[src/rtl/mem_access_unit.sv]
// Single-port arbiter in front of the unified word memory: data beats fetch, one access in flight.
// Request accepted in IDLE, memory accessed the next cycle, done pulses the cycle after that.
module mem_access_unit #(
  parameter int unsigned MEM_WORDS = 64
) (
  input  logic        clk_i,
  input  logic        reset_i,
  input  logic        f_req_i,
  input  logic [31:0] f_addr_i,
  output logic [31:0] instr_o,
  output logic        f_done_o,
  input  logic        d_req_i,
  input  logic        d_we_i,
  input  logic [31:0] d_addr_i,
  input  logic [31:0] d_wdata_i,
  output logic [31:0] rdata_o,
  output logic        d_done_o,
  output logic        err_o,
  output logic        busy_o,
  output logic [31:0] mem_a_o,
  output logic        mem_we_o,
  output logic [31:0] mem_wd_o,
  input  logic [31:0] mem_rd_i
);

  typedef enum logic [2:0] {
    S_IDLE,
    S_FETCH,
    S_LOAD,
    S_STORE,
    S_RESP
  } state_t;

  localparam logic [31:0] MEM_LIMIT = 32'(MEM_WORDS);

  state_t      state_q;
  logic [31:0] addr_q;
  logic [31:0] wdata_q;
  logic [31:0] instr_q;
  logic [31:0] rdata_q;
  logic        f_done_q;
  logic        d_done_q;
  logic        err_q;
  logic        in_range;

  assign in_range = (addr_q < MEM_LIMIT);

  always_ff @(posedge clk_i) begin
    if (reset_i) begin
      state_q  <= S_IDLE;
      addr_q   <= 32'd0;
      wdata_q  <= 32'd0;
      instr_q  <= 32'd0;
      rdata_q  <= 32'd0;
      f_done_q <= 1'b0;
      d_done_q <= 1'b0;
      err_q    <= 1'b0;
    end else begin
      case (state_q)
        S_IDLE: begin
          if (d_req_i) begin
            addr_q  <= d_addr_i;
            wdata_q <= d_wdata_i;
            state_q <= d_we_i ? S_STORE : S_LOAD;
          end else if (f_req_i) begin
            addr_q  <= f_addr_i;
            state_q <= S_FETCH;
          end
        end
        S_FETCH: begin
          if (in_range) instr_q <= mem_rd_i;
          f_done_q <= 1'b1;
          err_q    <= ~in_range;
          state_q  <= S_RESP;
        end
        S_LOAD: begin
          if (in_range) rdata_q <= mem_rd_i;
          d_done_q <= 1'b1;
          err_q    <= ~in_range;
          state_q  <= S_RESP;
        end
        S_STORE: begin
          d_done_q <= 1'b1;
          err_q    <= ~in_range;
          state_q  <= S_RESP;
        end
        S_RESP: begin
          // Requester drops its request here, so nothing is sampled this cycle.
          f_done_q <= 1'b0;
          d_done_q <= 1'b0;
          err_q    <= 1'b0;
          state_q  <= S_IDLE;
        end
        default: state_q <= S_IDLE;
      endcase
    end
  end

  // Reset gates the write so a STORE interrupted by reset never reaches memory.
  assign mem_we_o = (state_q == S_STORE) && in_range && !reset_i;
  assign mem_a_o  = addr_q;
  assign mem_wd_o = wdata_q;
  assign instr_o  = instr_q;
  assign rdata_o  = rdata_q;
  assign f_done_o = f_done_q;
  assign d_done_o = d_done_q;
  assign err_o    = err_q;
  assign busy_o   = (state_q != S_IDLE);

endmodule

[config.mk]
export PLATFORM = sky130hd
export DESIGN_NAME = mem_access_unit
export DESIGN_NICKNAME = d
export VERILOG_FILES = /design/src/rtl/mem_access_unit.sv
export SDC_FILE = /design/constraint.sdc
export NUM_CORES = 1
export LEC_CHECK = 0
export CORE_ASPECT_RATIO = 1.75
export CORE_MARGIN = 5
export CORE_UTILIZATION = 33
export CTS_CLUSTER_DIAMETER = 30
export DETAILED_ROUTE_END_ITERATION = 8
export PLACE_DENSITY_LB_ADDON = 0.15
export SLEW_MARGIN = 20
export SYNTH_ARGS = -nofsm -noshare
export SYNTH_HDL_FRONTEND = slang
export SYNTH_SLANG_ARGS = --single-unit
[constraint.sdc]
create_clock -name clk_i -period 2 [get_ports clk_i]
set_clock_uncertainty 0.05 [all_clocks]
set_input_delay 0.4 -clock clk_i [delete_from_list [all_inputs] [get_ports clk_i]]
set_output_delay 0.4 -clock clk_i [all_outputs]
set_load 0.02 [all_outputs]
==> results.json, run 1 <==
{
  "status": "finished with violations",
  "violations": "negative setup slack",
  "timing.final.ws_setup_ns": -0.0582,
  "stdcell_area_sq_um": 9050,
  "max_freq_mhz": 486,
  "worstPathRequired_ns": 1.55,
  "cp-start-kind": "flip-flop",
  "setup_tns_ns": -0.0582,
  "routedWlPerCell_um": 16.7,
  "cts.clk_slew.worst_paths_ns": 0.06,
  "h-tree-depth": 4,
  "cpPeakStageDelay_ns": 0.33,
  "postRouteAntennaNets": 0,
  "clk_latency_ns": 0.40,
  "fillers": 1512,
  "synth.top_cell.area_share_pct": 49.5,
  "syn2layout_area_growth_pct": 66.9,
  "nets": 1021,
  "antenna_found_initial": 0,
  "synth_area_leaders": "dfxtp_1 49%, a21oi_1 9.0%, mux2i_1 5.9%",
  "drive_gt1_share_pct": 11.1,
  "hold_buffers": 0,
  "ios": 266,
  "final_common_cell": "clkdlybuf4s50_1",
  "rsz0062_at_grt": "true",
  "drcViolationCount": 0,
  "syn_area_sq_um": 5420,
  "start_util_pct": 33.3,
  "crit_type": "reg -> out",
  "cp_data_arrival_time_ns": 1.61,
  "finalCriticalPeriod_ns": 2.06,
  "setup_viol_count_final": 1,
  "synth_area_per_cell_sq_um": 8.71,
  "worst_hold_path_type": "in -> reg",
  "post-route-period-util_pct": 103,
  "root_buffer": "clkbuf_16",
  "drt_iter0_markers": 182,
  "cts-buffers-inserted": 17,
  "crit_fanout": 2,
  "place_area_sq_um": 8360,
  "final_cell_mix": "240 x clkdlybuf4s50_1, 130 x dfxtp_1, 98 x a21oi_1",
  "antenna_cells": 0,
  "p_leak_uw": 0.00348,
  "place.gp.congestion": 0.791,
  "portBuffers": 265,
  "ys_warn_count": 0,
  "die_x_um": 107,
  "die-area_sq_um": 19200,
  "async_flop_share_pct": 0,
  "grt_pass1_vias": 5758,
  "grt_max_degree": 133,
  "syn_inst": 623,
  "grt_pass1_wl_um": 29400,
  "place_hpwl_um": 13300,
  "drt_pass1_iterations": 4,
  "synthFlopType": "dfxtp_1",
  "relSlewSlack_pct": 57.1,
  "rows": 62,
  "maxCapViolCount": 0,
  "die_h_um": 180,
  "synth_seq_cells": 134,
  "vias_per_cell": 5.05,
  "slowest_stage": "dfxtp_2",
  "cts_tree": "built",
  "cts_sinks": 134,
  "num_vias": 5519,
  "clk_path_buf_depth": 2,
  "gr-total-overflow": 0,
  "power_density_nw_per_um2": 852,
  "holdWs_ns": 0.289,
  "synth_edf_count": 0,
  "worst_pin_slew_ns": 0.644,
  "synth_cell_types": 30,
  "hold_viol": 0,
  "crit_path_cell_trace": "nor4_4 -> and4_4 -> nand2_2 -> nor2_2 -> buf_6",
  "yosysTopAreaCell": "dfxtp_1",
  "wl_um": 18300,
  "track_usage_pct": 18.9,
  "slew_viol_final": 0,
  "endpoint_kind": "primary output",
  "core_area_sq_um": 16300,
  "vdd_drop_max_v": 0.000713,
  "ys_seq_area_share_pct": 49.5,
  "syn-num-nets": 756
}
[kinds of logic (layout without fill, tap and decap cells)]
group / after synthesis / in the layout / share of synthesized area [%]
buffers and inverters: 69 / 347 / 6.53
flip-flops: 134 / 134 / 49.5
AND/OR/NAND/NOR: 188 / 188 / 18.0
multiplexers: 32 / 32 / 5.91
AO/OA/AOI/OAI: 200 / 200 / 20.1
[Yosys cell counts (2+ instances only)]
cell      instances
a211oi_1         33
a21oi_1          98
and3_1            2
and4_1            2
buf_2            18
buf_4            11
buf_6             4
clkbuf_1         32
dfxtp_1         134
inv_1             3
mux2i_1          32
nand2_1          67
nand3_1          32
nand4_1          35
nor2_1           36
nor4_2            3
nor4_4            3
o21ai_0          38
o21ai_1          29
[path summary, 6_finish.rpt]
check	startpoint	end	slack (ns)	depth (start not counted)
min reg2reg	mem_wd_o[2]	mem_wd_o[2]	0.40	2
max reg2reg	mem_a_o[6]	instr_o[28]	0.07	5
max	mem_a_o[6]	mem_we_o	-0.06	5
min	reset_i	state_q[0]	0.29	3
[where the power goes]
part | internal (uW) | leakage (uW) | switching (uW) | total (uW)
combinational | 820 | 0.00211 | 810 | 1630
sequential | 2830 | 0.00109 | 124 | 2950
clock | 1910 | 0.000282 | 1210 | 3120
[critical path, delay by kind of cell (launching register included)]
family	cells	cell delay (ns)
buffers and inverters	1	0.13
DFF	1	0.33
and+or+nand+nor	4	0.74
[stage by stage]
step | total power, uW | setup slack [ns] | instances | util, %
6_report | 7710 | -0.0582 | 1093 | 55.6
5_1_grt | 8080 | -0.163 | 1093 | 55.6
4_1_cts | 7780 | -0.132 | 1091 | 55.1
3_3_place_gp | 4590 | -0.214 | 1058 | 51.3
3_5_place_dp | 4630 | -0.272 | 1058 | 51.3
2_1_floorplan | 3760 | 0.0843 | 623 | -
[state kept, by name, indices dropped and copies added, names as in the netlist]
register	cells
d_done_o	1
err_o	1
f_done_o	1
instr_o	32
mem_a_o	32
mem_wd_o	32
rdata_o	32
state_q	3
[area by class of cell]
class	instances	area [sq um]	share of cell area (%)
well taps	192	240	2.65
inverters	3	11.3	0.124
repair buffers	312	3090	34.1
flip-flops and latches	134	2690	29.7
clock inverters	13	148	1.63
clock buffers	19	453	5.00
multi-input cells	420	2430	26.8
[per-layer routing]
metal | vias to the layer above | track usage, % | wire length [um]
met4 | 0 | 7.73 | 528
li1 | 2756 | - | -
met3 | 31 | 6.03 | 1300
met2 | 189 | 35.0 | 9820
met5 | - | 0 | 0
met1 | 2543 | 19.1 | 6620
[repair_timing]
action,CTS,global route
setup buffers,1,2
endpoints found under the setup margin,7,79
resized for setup,19,20
pin swaps,4,4
(Power assumes the default switching activity.)
==> inputs of run 2 (changes only) <==
- CTS_CLUSTER_SIZE: default -> 12
==> results of run 2 <==
Same layout as run 1: the final DEF is identical, and so are final timing and power.
